### src/rtl/rf_wr_arb_pkg.sv
// rtl/rf_wr_arb_pkg.sv - shared register-file widths and helpers for the write arbiter
package rf_wr_arb_pkg;

    localparam int RF_DATA_W   = 16;
    localparam int RF_SEL_W    = 3;
    localparam int RF_NUM_REGS = 8;

    typedef enum logic {
        PREF_A = 1'b0,
        PREF_B = 1'b1
    } pref_e;

    function automatic logic [RF_NUM_REGS-1:0] sel_onehot(input logic [RF_SEL_W-1:0] sel);
        logic [RF_NUM_REGS-1:0] r;
        r      = '0;
        r[sel] = 1'b1;
        return r;
    endfunction

endpackage

### src/rtl/rf_wr_arb_if.sv
// rtl/rf_wr_arb_if.sv - requester, stall and register-file write port bundle
interface rf_wr_arb_if
    import rf_wr_arb_pkg::*;
#(
    parameter int DATA_W = RF_DATA_W,
    parameter int SEL_W  = RF_SEL_W
);
    logic                   a_valid;
    logic [SEL_W-1:0]       a_regsel;
    logic [DATA_W-1:0]      a_data;
    logic                   a_ready;
    logic                   b_valid;
    logic [SEL_W-1:0]       b_regsel;
    logic [DATA_W-1:0]      b_data;
    logic                   b_ready;
    logic                   hold;
    logic [SEL_W-1:0]       writeregsel;
    logic [DATA_W-1:0]      writedata;
    logic                   write;
    logic [RF_NUM_REGS-1:0] pending;
    logic                   err;

    modport master (
        output a_valid, a_regsel, a_data, b_valid, b_regsel, b_data, hold,
        input  a_ready, b_ready, writeregsel, writedata, write, pending, err
    );

    modport slave (
        input  a_valid, a_regsel, a_data, b_valid, b_regsel, b_data, hold,
        output a_ready, b_ready, writeregsel, writedata, write, pending, err
    );
endinterface

### src/rtl/rf_wr_arb_rr_arb2.sv
// rtl/rf_wr_arb_rr_arb2.sv - two-way round-robin arbiter with grant enable
module rr_arb2
    import rf_wr_arb_pkg::*;
(
    input  logic       clk,
    input  logic       rst,
    input  logic [1:0] req,
    input  logic       en,
    output logic [1:0] grant
);
    pref_e ptr;
    pref_e ptr_next;

    always_comb begin
        grant    = 2'b00;
        ptr_next = ptr;
        if (en) begin
            if (req == 2'b11) begin
                grant = (ptr == PREF_A) ? 2'b01 : 2'b10;
            end else begin
                grant = req;
            end
        end
        // Prefer whoever lost (or was absent) once a grant is given.
        if (grant[0]) begin
            ptr_next = PREF_B;
        end else if (grant[1]) begin
            ptr_next = PREF_A;
        end
    end

    always_ff @(posedge clk) begin
        if (rst) begin
            ptr <= PREF_A;
        end else begin
            ptr <= ptr_next;
        end
    end
endmodule

### src/rtl/rf_wr_arb.sv
// rtl/rf_wr_arb.sv - arbitrates two register-file write requesters into one staged write port
module rf_wr_arb
    import rf_wr_arb_pkg::*;
#(
    parameter int DATA_W = RF_DATA_W,
    parameter int SEL_W  = RF_SEL_W
) (
    input  logic        clk,
    input  logic        rst,
    rf_wr_arb_if.slave  bus
);
    logic              stg_valid;
    logic [SEL_W-1:0]  stg_sel;
    logic [DATA_W-1:0] stg_data;
    logic              drain;
    logic              slot_free;
    logic [1:0]        grant;

    logic              a_stall_q;
    logic              b_stall_q;
    logic [SEL_W-1:0]  a_sel_q;
    logic [SEL_W-1:0]  b_sel_q;
    logic [DATA_W-1:0] a_data_q;
    logic [DATA_W-1:0] b_data_q;
    logic              a_viol;
    logic              b_viol;

    // Reset gates the outputs so a staged write never escapes during reset.
    assign drain     = stg_valid & ~bus.hold & ~rst;
    assign slot_free = ~stg_valid | drain;

    rr_arb2 u_arb (
        .clk   (clk),
        .rst   (rst),
        .req   ({bus.b_valid, bus.a_valid}),
        .en    (slot_free & ~rst),
        .grant (grant)
    );

    assign bus.a_ready     = grant[0];
    assign bus.b_ready     = grant[1];
    assign bus.write       = drain;
    assign bus.writeregsel = stg_sel;
    assign bus.writedata   = stg_data;
    assign bus.pending     = (stg_valid & ~rst) ? sel_onehot(stg_sel) : '0;

    always_ff @(posedge clk) begin
        if (rst) begin
            stg_valid <= 1'b0;
            stg_sel   <= '0;
            stg_data  <= '0;
        end else if (grant[0]) begin
            stg_valid <= 1'b1;
            stg_sel   <= bus.a_regsel;
            stg_data  <= bus.a_data;
        end else if (grant[1]) begin
            stg_valid <= 1'b1;
            stg_sel   <= bus.b_regsel;
            stg_data  <= bus.b_data;
        end else if (drain) begin
            stg_valid <= 1'b0;
        end
    end

    // A stalled request must stay valid and unchanged until it is granted.
    assign a_viol = a_stall_q & (~bus.a_valid | (bus.a_regsel != a_sel_q) | (bus.a_data != a_data_q));
    assign b_viol = b_stall_q & (~bus.b_valid | (bus.b_regsel != b_sel_q) | (bus.b_data != b_data_q));

    always_ff @(posedge clk) begin
        if (rst) begin
            a_stall_q <= 1'b0;
            b_stall_q <= 1'b0;
            a_sel_q   <= '0;
            b_sel_q   <= '0;
            a_data_q  <= '0;
            b_data_q  <= '0;
            bus.err   <= 1'b0;
        end else begin
            a_stall_q <= bus.a_valid & ~grant[0];
            b_stall_q <= bus.b_valid & ~grant[1];
            a_sel_q   <= bus.a_regsel;
            b_sel_q   <= bus.b_regsel;
            a_data_q  <= bus.a_data;
            b_data_q  <= bus.b_data;
            if (a_viol | b_viol) begin
                bus.err <= 1'b1;
            end
        end
    end
endmodule

### src/flat_wrapper.sv
// flat-port wrapper written by rule: the top's interface ports become plain ports
module rf_wr_arb_flat import rf_wr_arb_pkg::*;
#(
    parameter int DATA_W = RF_DATA_W,
    parameter int SEL_W  = RF_SEL_W
)
  (clk, rst, bus_a_valid, bus_a_regsel, bus_a_data, bus_b_valid, bus_b_regsel, bus_b_data, bus_hold, bus_a_ready, bus_b_ready, bus_writeregsel, bus_writedata, bus_write, bus_pending, bus_err);
  rf_wr_arb_if #(.DATA_W(DATA_W), .SEL_W(SEL_W)) bus_i ();
  input  logic clk;
  input  logic rst;
  input wire logic [$bits(bus_i.a_valid)-1:0] bus_a_valid;
  input wire logic [$bits(bus_i.a_regsel)-1:0] bus_a_regsel;
  input wire logic [$bits(bus_i.a_data)-1:0] bus_a_data;
  input wire logic [$bits(bus_i.b_valid)-1:0] bus_b_valid;
  input wire logic [$bits(bus_i.b_regsel)-1:0] bus_b_regsel;
  input wire logic [$bits(bus_i.b_data)-1:0] bus_b_data;
  input wire logic [$bits(bus_i.hold)-1:0] bus_hold;
  output wire logic [$bits(bus_i.a_ready)-1:0] bus_a_ready;
  output wire logic [$bits(bus_i.b_ready)-1:0] bus_b_ready;
  output wire logic [$bits(bus_i.writeregsel)-1:0] bus_writeregsel;
  output wire logic [$bits(bus_i.writedata)-1:0] bus_writedata;
  output wire logic [$bits(bus_i.write)-1:0] bus_write;
  output wire logic [$bits(bus_i.pending)-1:0] bus_pending;
  output wire logic [$bits(bus_i.err)-1:0] bus_err;
  assign bus_i.a_valid = bus_a_valid;
  assign bus_i.a_regsel = bus_a_regsel;
  assign bus_i.a_data = bus_a_data;
  assign bus_i.b_valid = bus_b_valid;
  assign bus_i.b_regsel = bus_b_regsel;
  assign bus_i.b_data = bus_b_data;
  assign bus_i.hold = bus_hold;
  assign bus_a_ready = bus_i.a_ready;
  assign bus_b_ready = bus_i.b_ready;
  assign bus_writeregsel = bus_i.writeregsel;
  assign bus_writedata = bus_i.writedata;
  assign bus_write = bus_i.write;
  assign bus_pending = bus_i.pending;
  assign bus_err = bus_i.err;
  rf_wr_arb #(.DATA_W(DATA_W), .SEL_W(SEL_W)) u_core (.clk(clk), .rst(rst), .bus(bus_i));
endmodule
### config.mk
export PLATFORM = sky130hd
export DESIGN_NAME = rf_wr_arb_flat
export DESIGN_NICKNAME = d
export VERILOG_FILES = /design/src/rtl/rf_wr_arb_pkg.sv /design/src/rtl/rf_wr_arb_if.sv /design/src/rtl/rf_wr_arb_rr_arb2.sv /design/src/rtl/rf_wr_arb.sv /design/src/flat_wrapper.sv
export SDC_FILE = /design/constraint.sdc
export NUM_CORES = 1
export LEC_CHECK = 0
export ABC_AREA = 1
export BUFFER_PORTS_ARGS = -buffer_cell sky130_fd_sc_hd__buf_2
export CAP_MARGIN = 20
export CORE_ASPECT_RATIO = 1.5
export CORE_MARGIN = 10
export CORE_UTILIZATION = 52
export CTS_BUF_LIST = sky130_fd_sc_hd__clkbuf_8 sky130_fd_sc_hd__clkbuf_16
export DETAILED_ROUTE_END_ITERATION = 8
export PLACE_DENSITY = 0.79
export SLEW_MARGIN = 20
export SYNTH_ARGS = -nofsm -noshare
export SYNTH_HDL_FRONTEND = slang
export SYNTH_SLANG_ARGS = --single-unit
### constraint.sdc
create_clock -name clk -period 1.33 [get_ports clk]
set_input_delay 0.266 -clock clk [delete_from_list [all_inputs] [get_ports clk]]
set_output_delay 0.266 -clock clk [all_outputs]
set_load 0.01 [all_outputs]
==> key figures, run 1 <==
Layout
  – Post-layout net count: 550
  – Most common library cell in the layout ignoring fill and taps: sky130_fd_sc_hd__nand2_1
  – Inserted Diodes: 0
  – Fillers: 419
  – Layout cell share with drive strength beyond 1: 31.3%
  – Commonest cells after routing, fill and taps aside: sky130_fd_sc_hd__nand2_1, sky130_fd_sc_hd__buf_2, sky130_fd_sc_hd__nor2_1, sky130_fd_sc_hd__inv_1, sky130_fd_sc_hd__dfxtp_1
  – Area grow syn2layout: 33.5%

Global routing
  – Pin count of the biggest net entering global routing: 27
  – Wire length of the first global-routing pass: 12,800 µm
  – Via count of the first global-routing pass: 2,761
  – Number of antenna violations at the first check in global routing: 0
  – Grt ovf: 0
  – Tot GR Track Use: 18.5%

CTS
  – Clock Sinks: 62
  – Total CTS buffers: 9
  – Worst-path clk slew: 0.08 ns
  – CTS tree: built
  – Cts-stage hold buffer count: 0
  – Clock root cell: sky130_fd_sc_hd__clkbuf_8
  – Clock latency of the later-clocked register in the worst-skew pair: 0.35 ns
  – Largest buffer count on any clock path: 2
  – H-tree depth: 3

Synth
  – Gate count after technology mapping: 415
  – Total nets after synthesis: 458
  – Average footprint of a synthesized cell: 6.81 µm²
  – Cell area after technology mapping: 0.00283 mm²
  – Yosys warning count: 0
  – Count of different cell masters after synthesis: 24
  – Sequential fraction of the synthesis area: 43.9%
  – Number of flip-flops and latches in the synthesized netlist: 62

Floorplanning
  – Y dimension of the die: 110 µm
  – # IOs: 74
  – Placeable Area: 0.00520 mm²
  – DIE AREA: 0.00884 mm²
  – Die Width: 80.2 µm
  – Number of placement rows: 32
  – Starting Density: 54.3%

Timing
  – Slew at the pin closest to its max-slew limit: 0.292 ns
  – Share of the clock period used by the worst path: 111%
  – Clock skew: 0.0135 ns
  – Max transition margin: 80.4%
  – Slack of the critical path: -0.140 ns
  – Fmax: 0.680 GHz
  – Total Negative Setup Slacks: -1.26 ns
  – Setup-violating endpoint count in the final report: 13
  – Unrepaired setup endpoints after global routing: yes
  – Final Max Slew Viols: 0
  – Number of endpoints with negative hold slack in the final report: 0
  – Post-layout minimum cycle time: 1.47 ns

Route
  – Antenna violation net count after detailed routing: 0
  – Number of optimization iterations in the first detailed-route pass: 4
  – Via-to-Cell Ratio: 4.92
  – Total via count after detailed routing: 2,855
  – Number of DRC violations after detailed routing: 0
  – Wire length per cell after detailed routing: 14.4 µm
  – Final routed wirelength across all metal layers: 8330 µm
  – Number of violations reported at the end of detailed-routing iteration 0: 135

Flow run
  – MaxCap Viol Count: 0

Setup path
  – Critical Path Sink Type: output port
  – Crit Path Max Fanout: 2
  – FF-to-FF path depth: 9
  – CP Data Arrival Time: 1.20 ns
  – Worst EP required: 1.06 ns
  – Start-to-end type of the worst setup path: flop to output port
  – CP Launch Type: flop

Min path
  – Number of instances on the worst hold path: 3
  – Worst min-delay path category: primary input to flop

Placed design
  – Buffers added on ports: 73
  – Weighted congestion at the end of routability-driven global placement: 0.825
  – Placed wire-length estimate after detailed placement: 6140 µm

Power and ir drop
  – Power share of the clock group: 37.2%
  – Power Total: 4630 µW
  – Leakage power figure: 0.00192 µW
  – Combinational share of power: 18.1%
  – Worst IR Drop VDD: 0.868 mV
  – Fraction of power spent switching nets: 28.5%
  – Net switching power figure: 1320 µW
  – Power density relative to cell area: 1230 mW/mm²
  – Share of total power in sequential cells: 44.7%
  – Internal power summed over all cells: 3310 µW

Status
  – Result of the run: finished with violations
  – Violations in the final reports: negative setup slack
## state kept, by name, summed over array words and instances (netlist names)
signal                  count
u_core.a_stall_q            1
u_core.a_data_q            16
u_core.b_sel_q              3
u_core.bus.err              1
u_core.bus.writeregsel      3
u_core.stg_valid            1
u_core.b_data_q            16
u_core.u_arb.ptr            1
u_core.b_stall_q            1
u_core.a_sel_q              3
u_core.bus.writedata       16
## cells by family after synthesis
group / synth area share [%]
xor+xnor: 2.48
flops: 43.9
simple gates: 26.3
compound gates: 14.9
buf+inv: 12.4
## timing repair
item                                    4_1_cts  5_1_grt
setup buffers                                 3        3
pin swaps                                     4        8
cloned                                        0        2
gates resized for setup                      19       49
endpoints found under the setup margin       11       28
## critical path, cell delays in order, from the launching register on
cell	delay, ns
sky130_fd_sc_hd__dfxtp_2	0.33
sky130_fd_sc_hd__o21ai_2	0.13
sky130_fd_sc_hd__inv_2	0.08
sky130_fd_sc_hd__nor2_4	0.10
sky130_fd_sc_hd__nand2_4	0.07
sky130_fd_sc_hd__inv_4	0.07
sky130_fd_sc_hd__buf_6	0.09
## power groups by stage
stage                     Clock [µW]  Sequential (µW)  Combinational [µW]
final                           1720             2070                 839
after CTS                       1730             2060                 738
after global placement             0             2100                 689
after floorplan                    0             2110                 397
after detailed placement           0             2100                 706
after global routing            1820             2080                 923
## worst paths after layout
kind | from | endpoint | slack, ns
worst min register to register | u_core.bus.writedata[4]$_SDFFE_PP0P_ | u_core.bus.writedata[4]$_SDFFE_PP0P_ | 0.47
worst min-delay path | bus_b_data[14] | u_core.b_data_q[14]$_SDFF_PP0_ | 0.16
worst max register to register | u_core.u_arb.ptr$_SDFFE_PP0P_ | u_core.bus.writedata[10]$_SDFFE_PP0P_ | -0.02
worst max-delay path | u_core.u_arb.ptr$_SDFFE_PP0P_ | bus_a_ready | -0.14
## cells in the mapped netlist (all sizes together)
master	count	area, µm²
a21oi	21	154
nor3	3	15.0
xnor2	6	52.6
xor2	2	17.5
dfxtp	62	1240
o21ai	51	267
nand2	110	430
inv	72	273
clkbuf	2	10.0
buf	10	67.6
nor2	72	278
nand3	4	20.0
## routing by layer
layer	up-vias	wire length (µm)	track usage (%)	part of all wire [%]
met5	-	0	0	0
met4	0	163	7.45	2.0
met3	12	381	5.51	4.6
met2	80	4520	32.7	54
met1	1324	3260	20.1	39
li1	1439	-	-	-
## through the flow
stage | cells | hold WS [ns] | setup slack [ns] | util (%) | cell area [µm²]
floorplan | 415 | 0.373 | 0.184 | - | 2830
global placement | 556 | 0.458 | 0.0289 | 63.7 | 3310
detailed placement | 556 | 0.456 | -0.0281 | 63.7 | 3310
CTS | 575 | 0.140 | -0.175 | 69.0 | 3590
global route | 580 | 0.155 | -0.188 | 72.5 | 3770
finish | 580 | 0.155 | -0.140 | 72.5 | 3770
## area by class of cell
| cell class | instances | area (µm²) | area share (%) |
|---|---|---|---|
| clock buffers | 11 | 151 | 4.01 |
| well taps | 68 | 85.1 | 2.26 |
| multi-input cells | 269 | 1330 | 35.3 |
| inverters | 72 | 278 | 7.37 |
| clock inverters | 5 | 57.6 | 1.53 |
| flip-flops and latches | 62 | 1250 | 33.1 |
| repair buffers | 93 | 618 | 16.4 |
No activity file was read; power rests on OpenSTA's default activity.
==> run 2, diff against run 1 <==
--- a/config.mk
+++ b/config.mk
@@ -8,12 +8,14 @@
 export ABC_AREA = 1
 export BUFFER_PORTS_ARGS = -buffer_cell sky130_fd_sc_hd__buf_2
 export CAP_MARGIN = 20
+export CELL_PAD_IN_SITES_DETAIL_PLACEMENT = 0
+export CELL_PAD_IN_SITES_GLOBAL_PLACEMENT = 1
 export CORE_ASPECT_RATIO = 1.5
 export CORE_MARGIN = 10
-export CORE_UTILIZATION = 52
+export CORE_UTILIZATION = 36
 export CTS_BUF_LIST = sky130_fd_sc_hd__clkbuf_8 sky130_fd_sc_hd__clkbuf_16
 export DETAILED_ROUTE_END_ITERATION = 8
-export PLACE_DENSITY = 0.79
+export PLACE_DENSITY_LB_ADDON = 0.1
 export SLEW_MARGIN = 20
 export SYNTH_ARGS = -nofsm -noshare
 export SYNTH_HDL_FRONTEND = slang
==> constraint.sdc (replaced) <==
create_clock -name clk -period 1.6 [get_ports clk]
set_input_delay 0.32 -clock clk [delete_from_list [all_inputs] [get_ports clk]]
set_output_delay 0.32 -clock clk [all_outputs]
set_load 0.01 [all_outputs]
==> run 2 against run 1 <==
Net effect:
- the run now ends clean
- design area down 3.6%
- via count down 6.8%
- count of clock-buffer cells in the layout up 1
- combinational power down 31%
- sequential power down 17%
- clock power up 3%
- flip-flop and latch count unchanged
- sequential share of layout area up 1.1 points
- cell count up 4.0%
==> key figures, run 2 (synthesis gave the netlist of run 1 again) <==
Status
  – Result of the run: completed

Layout
  – Post-layout net count: 541 (-1.6%)
  – Most common library cell in the layout ignoring fill and taps: sky130_fd_sc_hd__nand2_1
  – Area grow syn2layout: 28.7%
  – Layout cell share with drive strength beyond 1: 24.8% (-6.5 points)
  – Post-route core utilization: 47.8% (-25 points)
  – Final design area excluding fillers: 0.00364 mm² (-3.6%)
  – Inserted Diodes: 0 (unchanged)
  – Commonest cells after routing, fill and taps aside: sky130_fd_sc_hd__nand2_1, sky130_fd_sc_hd__buf_2, sky130_fd_sc_hd__inv_1, sky130_fd_sc_hd__nor2_1, sky130_fd_sc_hd__dfxtp_1

Global routing
  – Grt ovf: 0 (unchanged)
  – Wire length of the first global-routing pass: 13,100 µm (+2.5%)
  – Via count of the first global-routing pass: 2,659 (-3.7%)
  – Tot GR Track Use: 14.1% (-4.5 points)
  – Number of antenna violations at the first check in global routing: 0 (unchanged)
  – Pin count of the biggest net entering global routing: 27 (unchanged)

CTS
  – Clock root cell: sky130_fd_sc_hd__clkbuf_16
  – Cts-stage hold buffer count: 0 (unchanged)
  – Total CTS buffers: 9 (unchanged)
  – H-tree depth: 3 (unchanged)
  – Largest buffer count on any clock path: 2 (unchanged)
  – Clock Sinks: 62 (unchanged)
  – CTS tree: built
  – Clock latency of the later-clocked register in the worst-skew pair: 0.32 ns (-0.03 ns)
  – Worst-path clk slew: 0.05 ns (-0.03 ns)

Setup path
  – Slowest stage delay, CP: 0.36 ns (+0.03 ns)
  – CP Launch Type: flop
  – Buffering stage count on the worst path with inverters included: 3 (unchanged)
  – Start-to-end type of the worst setup path: flop to output port
  – Worst EP required: 1.28 ns (+0.22 ns)
  – Most common cell on crit path: sky130_fd_sc_hd__buf_6
  – Start of the worst register-to-register path: u_core.stg_valid$_SDFFE_PP0P_
  – Critical Path Sink Type: output port
  – Crit Path Max Fanout: 3 (+1)
  – Cell-by-cell trace of the critical path: a21oi_4, buf_6, nand2_4, inv_4, buf_6
  – Kind of cell adding the most delay to the critical path: flip-flops
  – Launch point of the worst path: u_core.stg_valid$_SDFFE_PP0P_
  – Slowest library cell on the worst path: sky130_fd_sc_hd__dfxtp_4
  – CP Data Arrival Time: 1.21 ns (about the same)
  – Worst-case register-to-register setup slack: 0.14 ns (+0.16 ns)

Power and ir drop
  – Combinational share of power: 14.2% (-3.9 points)
  – Internal power summed over all cells: 3030 µW (-8.4%)
  – Leakage power figure: 0.00188 µW (-2.4%)
  – Power share of the clock group: 43.6% (+6.4 points)
  – Worst IR Drop VDD: 0.530 mV (-39%)
  – Share of total power in sequential cells: 42.2% (-2.5 points)
  – Fraction of power spent switching nets: 25.5% (-3.0 points)
  – Power density relative to cell area: 1120 mW/mm² (-8.9%)
  – Net switching power figure: 1040 µW (-21%)

Route
  – Routed length on met2: 4370 µm (-3.3%)
  – Antenna violation net count after detailed routing: 0 (unchanged)
  – Total via count after detailed routing: 2,661 (-6.8%)
  – DR top layer: met4
  – Number of violations reported at the end of detailed-routing iteration 0: 116 (-14%)
  – Number of DRC violations after detailed routing: 0 (unchanged)
  – Final routed wirelength across all metal layers: 8040 µm (-3.5%)
  – Wire length per cell after detailed routing: 13.3 µm (-7.2%)
  – Routed length on met3: 317 µm (-17%)
  – Met1 routed wirelength after detailed routing: 3220 µm (-1.1%)
  – Number of optimization iterations in the first detailed-route pass: 7 (+3)
  – Via-to-Cell Ratio: 4.41 (-10%)

Timing
  – Slew at the pin closest to its max-slew limit: 0.276 ns (-0.0161 ns)
  – Slack of the critical path: 0.0683 ns (+0.209 ns)
  – Clock skew: 0.00541 ns (-0.00805 ns)
  – Total Negative Setup Slacks: 0 ns (+1.26 ns)
  – Final Max Slew Viols: 0 (unchanged)
  – Fmax: 0.653 GHz
  – Unrepaired setup endpoints after global routing: yes
  – Setup-violating endpoint count in the final report: 0 (-13)
  – Max transition margin: 81.4% (+1.0 points)
  – Share of the clock period used by the worst path: 95.7%
  – Fin Hold WS: 0.236 ns (+0.0805 ns)
  – Post-layout minimum cycle time: 1.53 ns
  – Number of endpoints with negative hold slack in the final report: 0 (unchanged)

Min path
  – Worst min-delay path category: primary input to flop
  – Hold Path Origin: bus_a_regsel[0]

Placed design
  – Weighted congestion at the end of routability-driven global placement: 0.795 (-3.7%)
  – Setup slack at placement: 0.0801 ns (+0.108 ns)
  – Buffers added on ports: 73 (unchanged)
  – Placed wire-length estimate after detailed placement: 6500 µm (+5.8%)
  – Instance area after placement: 0.00329 mm² (-0.83%)

Floorplanning
  – DIE AREA: 0.0119 mm² (+34%)
  – Placeable Area: 0.00761 mm² (+46%)
  – Die Width: 92.3 µm (+15%)
  – Y dimension of the die: 128 µm (+17%)
  – Number of placement rows: 39 (+22%)
  – # IOs: 74 (unchanged)
  – Starting Density: 37.1% (-17 points)

Flow run
  – MaxCap Viol Count: 0 (unchanged)
==> run 2: cell count changes in the layout (fill, tap and decap cells not counted), sizes merged <==
cell / before / now
bufinv: 1 / 0
clkinvlp: 3 / 0
clkbuf: 13 / 12
buf: 91 / 84
inv: 72 / 73
==> run 2: cell type report <==
class                   instances  area (µm²)
multi-input cells             269        1250
repair buffers                 84         462
clock buffers                  12         267
clock inverters                 2        8.76
flip-flops and latches         62        1240
well taps                     102         128
inverters                      72         273
fillers                       863        3980
==> run 2: per-layer routing <==
layer | up-vias | global-route usage [%]
met5 | - | 0
met4 | 0 | 5.74
met3 | 10 | 3.26
met2 | 42 | 25.8
met1 | 1192 | 15.0
li1 | 1417 | -
==> run 2: metrics by stage <==
stage / instances / total power [µW]
4_1_cts: 599 / 4100
3_3_place_gp: 584 / 2310
5_1_grt: 603 / 4270
6_report: 603 / 4070
3_5_place_dp: 584 / 2310
2_1_floorplan: 415 / 2090
==> run 2: worst paths after layout <==
kind | end | depth (start not counted)
worst max-delay path | bus_a_ready | 5
worst min-delay path | u_core.a_sel_q[0]$_SDFF_PP0_ | 3
worst max register to register | u_core.bus.writedata[4]$_SDFFE_PP0P_ | 8
worst min register to register | u_core.bus.writedata[13]$_SDFFE_PP0P_ | 2
==> run 2: worst register-to-register path: cells and delay by family (launching register included) <==
kind	cells	cell delay, ns
buffers and inverters	3	0.43
flip-flops	1	0.36
AND/OR/NAND/NOR	3	0.30
AO/OA/AOI/OAI	2	0.26
==> run 2: power by group through the flow <==
stage / combinational (µW) / clock [µW] / sequential [µW]
after floorplan: 330 / 0 / 1760
after global placement: 559 / 0 / 1750
after detailed placement: 563 / 0 / 1750
after CTS: 570 / 1810 / 1720
after global routing: 665 / 1880 / 1730
final: 576 / 1770 / 1720
==> run 2: timing repair <==
| item | 4_1_cts | 5_1_grt |
|---|---|---|
| resized for setup | 2 | 10 |
| setup endpoints to repair | 10 | 9 |
| buffers inserted | 1 | 4 |
| pin swaps | 0 | 5 |
| hold endpoints to repair | 0 | 0 |
==> run 3, diff against run 2 <==
--- a/config.mk
+++ b/config.mk
@@ -5,17 +5,18 @@
 export SDC_FILE = /design/constraint.sdc
 export NUM_CORES = 1
 export LEC_CHECK = 0
-export ABC_AREA = 1
 export BUFFER_PORTS_ARGS = -buffer_cell sky130_fd_sc_hd__buf_2
 export CAP_MARGIN = 20
 export CELL_PAD_IN_SITES_DETAIL_PLACEMENT = 0
 export CELL_PAD_IN_SITES_GLOBAL_PLACEMENT = 1
 export CORE_ASPECT_RATIO = 1.5
 export CORE_MARGIN = 10
-export CORE_UTILIZATION = 36
+export CORE_UTILIZATION = 38
 export CTS_BUF_LIST = sky130_fd_sc_hd__clkbuf_8 sky130_fd_sc_hd__clkbuf_16
 export DETAILED_ROUTE_END_ITERATION = 8
 export PLACE_DENSITY_LB_ADDON = 0.1
+export REMOVE_ABC_BUFFERS = 1
+export SKIP_LAST_GASP = 1
 export SLEW_MARGIN = 20
 export SYNTH_ARGS = -nofsm -noshare
 export SYNTH_HDL_FRONTEND = slang
==> run 3 against run 2 <==
Net effect:
- core utilization rose by 2.5 points
- combinational power fell by 12%
- die area fell by 12%
- wire length decreased by 22%
- fmax grew 0.99%
- hold slack better by 0.0025 ns
- largest power group is now sequential cells
- critical endpoint unchanged
==> key figures, run 3 <==
Setup path
  – Slowest stage delay, CP: 0.36 ns (about the same)
  – Endpoint of the worst-slack reg-to-reg timing path: u_core.bus.err$_SDFFE_PP0P_
  – Worst EP required: 1.28 ns (about the same)
  – FF-to-FF path depth: 6 (-2)
  – Critical Path Sink Type: output port
  – Destination of the critical timing path: bus_a_ready
  – Cell-by-cell trace of the critical path: a21oi_2, nand2_2, inv_1, buf_2
  – CP Data Arrival Time: 1.20 ns (about the same)
  – Start of the worst register-to-register path: u_core.a_data_q[4]$_SDFF_PP0_
  – Start-to-end type of the worst setup path: flop to output port
  – Launch point of the worst path: u_core.u_arb.ptr$_SDFFE_PP0P_
  – Worst-case register-to-register setup slack: 0.13 ns (about the same)
  – Crit Path Max Fanout: 4 (+1)
  – CP Launch Type: flop
  – Slowest library cell on the worst path: sky130_fd_sc_hd__dfxtp_1

Min path
  – Number of instances on the worst hold path: 2 (-1)
  – Worst min-delay path category: primary input to flop

Synth
  – Average footprint of a synthesized cell: 10.1 µm² (+48%)
  – Yosys warning count: 0 (unchanged)
  – Adder-cell share of the synthesized area: 0% (unchanged)
  – Gate count after technology mapping: 253 (-39%)
  – EDFF count, synth: 0 (unchanged)
  – Area fraction in and, or, nand and nor cells after synthesis: 19.3% (-7.0 points)
  – Biggest area contributors in the synthesized netlist: sky130_fd_sc_hd__dfxtp_1, sky130_fd_sc_hd__nor2b_1, sky130_fd_sc_hd__mux2i_1, sky130_fd_sc_hd__xnor2_1, sky130_fd_sc_hd__xor2_1
  – Area share of xor/xnor cells in the synthesized design: 13.0% (+11 points)
  – Top cell types by occurrence after synthesis: sky130_fd_sc_hd__dfxtp_1, sky130_fd_sc_hd__nor2b_1, sky130_fd_sc_hd__nor2_1
  – Post-synthesis mux area share: 7.44% (+7.4 points)
  – Number of flip-flops and latches in the synthesized netlist: 62 (unchanged)
  – Cell area after technology mapping: 0.00255 mm² (-9.6%)
  – Sequential fraction of the synthesis area: 48.6% (+4.6 points)
  – Area fraction of the dominant cell type after synthesis: 48.6% (+4.6 points)
  – Largest family of logic cells by synthesized area: simple AND/OR/NAND/NOR gates
  – Post-synthesis async set-or-reset flop share: 0% (unchanged)
  – Compound-cell area share of the yosys netlist: 7.98% (-6.9 points)
  – Largest area contributor in the synthesized netlist: sky130_fd_sc_hd__dfxtp_1
  – Flip-flop cell with the highest count after synthesis: sky130_fd_sc_hd__dfxtp_1
  – Library cell with the highest instance count after synthesis: sky130_fd_sc_hd__dfxtp_1
  – Count of different cell masters after synthesis: 26 (+8.3%)

Route
  – Total via count after detailed routing: 2,003 (-25%)
  – Number of optimization iterations in the first detailed-route pass: 4 (-3)
  – Antenna violation net count after detailed routing: 0 (unchanged)
  – Routed length on met2: 3030 µm (-31%)
  – Number of violations reported at the end of detailed-routing iteration 0: 99 (-15%)
  – Wire length per cell after detailed routing: 14.9 µm (+11%)
  – DR top layer: met5
  – Final routed wirelength across all metal layers: 6290 µm (-22%)
  – Via-to-Cell Ratio: 4.74 (+7.3%)
  – Met1 routed wirelength after detailed routing: 2670 µm (-17%)
  – Number of DRC violations after detailed routing: 0 (unchanged)
  – Routed length on met3: 491 µm (+55%)

Power and ir drop
  – Power density relative to cell area: 1040 mW/mm² (-7.3%)
  – Worst IR Drop VDD: 0.611 mV (+15%)
  – Leakage power figure: 0.00153 µW (-19%)

Global routing
  – Via count of the first global-routing pass: 2,115 (-20%)
  – Number of antenna violations at the first check in global routing: 1 (+1)
  – Wire length of the first global-routing pass: 10,400 µm (-20%)
  – Pin count of the biggest net entering global routing: 47 (+74%)
  – Tot GR Track Use: 12.6% (-1.5 points)
  – Grt ovf: 0 (unchanged)

Placed design
  – Weighted congestion at the end of routability-driven global placement: 0.742 (-6.6%)
  – Placed wire-length estimate after detailed placement: 4740 µm (-27%)
  – Buffers added on ports: 73 (unchanged)

Layout
  – Post-route core utilization: 50.3% (+2.5 points)
  – Post-layout net count: 385 (-29%)
  – Inserted Diodes: 0 (unchanged)
  – Area grow syn2layout: 28.6%
  – Commonest cells after routing, fill and taps aside: sky130_fd_sc_hd__buf_2, sky130_fd_sc_hd__dfxtp_1, sky130_fd_sc_hd__nor2b_1, sky130_fd_sc_hd__nor2_1, sky130_fd_sc_hd__xnor2_1
  – Layout cell share with drive strength beyond 1: 34.3% (+9.5 points)
  – Most common library cell in the layout ignoring fill and taps: sky130_fd_sc_hd__buf_2

Timing
  – Number of endpoints with negative hold slack in the final report: 0 (unchanged)
  – Share of the clock period used by the worst path: 94.8% (-0.94 points)
  – Unrepaired setup endpoints after global routing: yes
  – Clock skew: 0.00699 ns (+0.00158 ns)
  – Final Max Slew Viols: 0 (unchanged)
  – Slew at the pin closest to its max-slew limit: 0.468 ns (+0.192 ns)
  – Setup-violating endpoint count in the final report: 0 (unchanged)
  – Total Negative Setup Slacks: 0 ns (unchanged)
  – Fin Hold WS: 0.238 ns (+0.00252 ns)
  – Fmax: 0.659 GHz (+0.99%)
  – Max transition margin: 68.8% (-13 points)
  – Post-layout minimum cycle time: 1.52 ns (-0.0150 ns)

Floorplanning
  – Die Width: 87.0 µm (-5.8%)
  – Starting Density: 39.1% (+2.0 points)
  – DIE AREA: 0.0105 mm² (-12%)
  – Placeable Area: 0.00653 mm² (-14%)
  – Y dimension of the die: 120 µm (-6.3%)
  – # IOs: 74 (unchanged)
  – Number of placement rows: 36 (-7.7%)

Status
  – Result of the run: completed

CTS
  – CTS tree: built
  – Clock root cell: sky130_fd_sc_hd__clkbuf_8
  – Total CTS buffers: 9 (unchanged)
  – Clock latency of the later-clocked register in the worst-skew pair: 0.33 ns (about the same)
  – Largest buffer count on any clock path: 2 (unchanged)
  – Clock Sinks: 62 (unchanged)
  – H-tree depth: 3 (unchanged)
  – Worst-path clk slew: 0.07 ns (+0.02 ns)
  – Cts-stage hold buffer count: 0 (unchanged)

Flow run
  – MaxCap Viol Count: 0 (unchanged)
-- run 3: how the worst min path moves through the flow --
| stage | start | end | slack, ns |
|---|---|---|---|
| floorplan | rst | u_core.stg_valid$_SDFFE_PP0P_ | 0.39 |
| global placement | u_core.a_stall_q$_SDFF_PP0_ | u_core.bus.err$_SDFFE_PP0P_ | 0.46 |
| detailed placement | u_core.a_stall_q$_SDFF_PP0_ | u_core.bus.err$_SDFFE_PP0P_ | 0.48 |
| CTS | bus_b_data[10] | u_core.b_data_q[10]$_SDFF_PP0_ | 0.22 |
| global route | bus_b_regsel[0] | u_core.b_sel_q[0]$_SDFF_PP0_ | 0.23 |
| finish | bus_b_data[12] | u_core.b_data_q[12]$_SDFF_PP0_ | 0.24 |
-- run 3: stage by stage --
step,total power [µW],instance area [µm²],instances,setup WS [ns]
finish,3410,3280,423,0.0833
floorplan,1990,2480,240,-0.107
detailed placement,2240,3070,406,-0.0165
CTS,3450,3250,422,0.00668
global placement,2240,3070,406,-0.0138
global route,3600,3280,423,-0.0214
-- run 3: what timing repair did --
item                                    CTS  global route
setup buffers                             0             2
resized for setup                         3             6
pin swaps                                 1             2
hold endpoints to repair                  0             0
endpoints found under the setup margin    2             4
-- run 3: final cells by class --
cell class,count,area [µm²]
clock buffers,10,138
clock inverters,6,37.5
fillers,651,3250
inverters,4,15.0
multi-input cells,174,1260
flip-flops and latches,62,1240
well taps,76,95.1
repair buffers,91,500
-- run 3: kinds of logic after synthesis --
group / count (synthesis)
xor+xnor: 38
flops: 62
compound gates: 25
simple gates: 92
buf+inv: 17
mux: 19
-- run 3: report_power, final --
part	internal, µW	switching [µW]	leakage (µW)
sequential	1650	58.2	0.000515
clock	594	598	0.0000841
combinational	251	256	0.000926
total	2490	912	0.00153
-- run 3: routing by layer --
metal	global-route usage, %	vias to the layer above
li1	-	1029
met1	14.3	911
met2	20.0	54
met3	5.65	7
met4	4.88	2
met5	0	-
-- run 3: worst max-delay path, delay by kind of cell (launching register included) --
kind,cells,cell delay (ns)
buffers and inverters,2,0.26
AOI/OAI and AO/OA,1,0.15
and+or+nand+nor,1,0.10
DFF,1,0.36
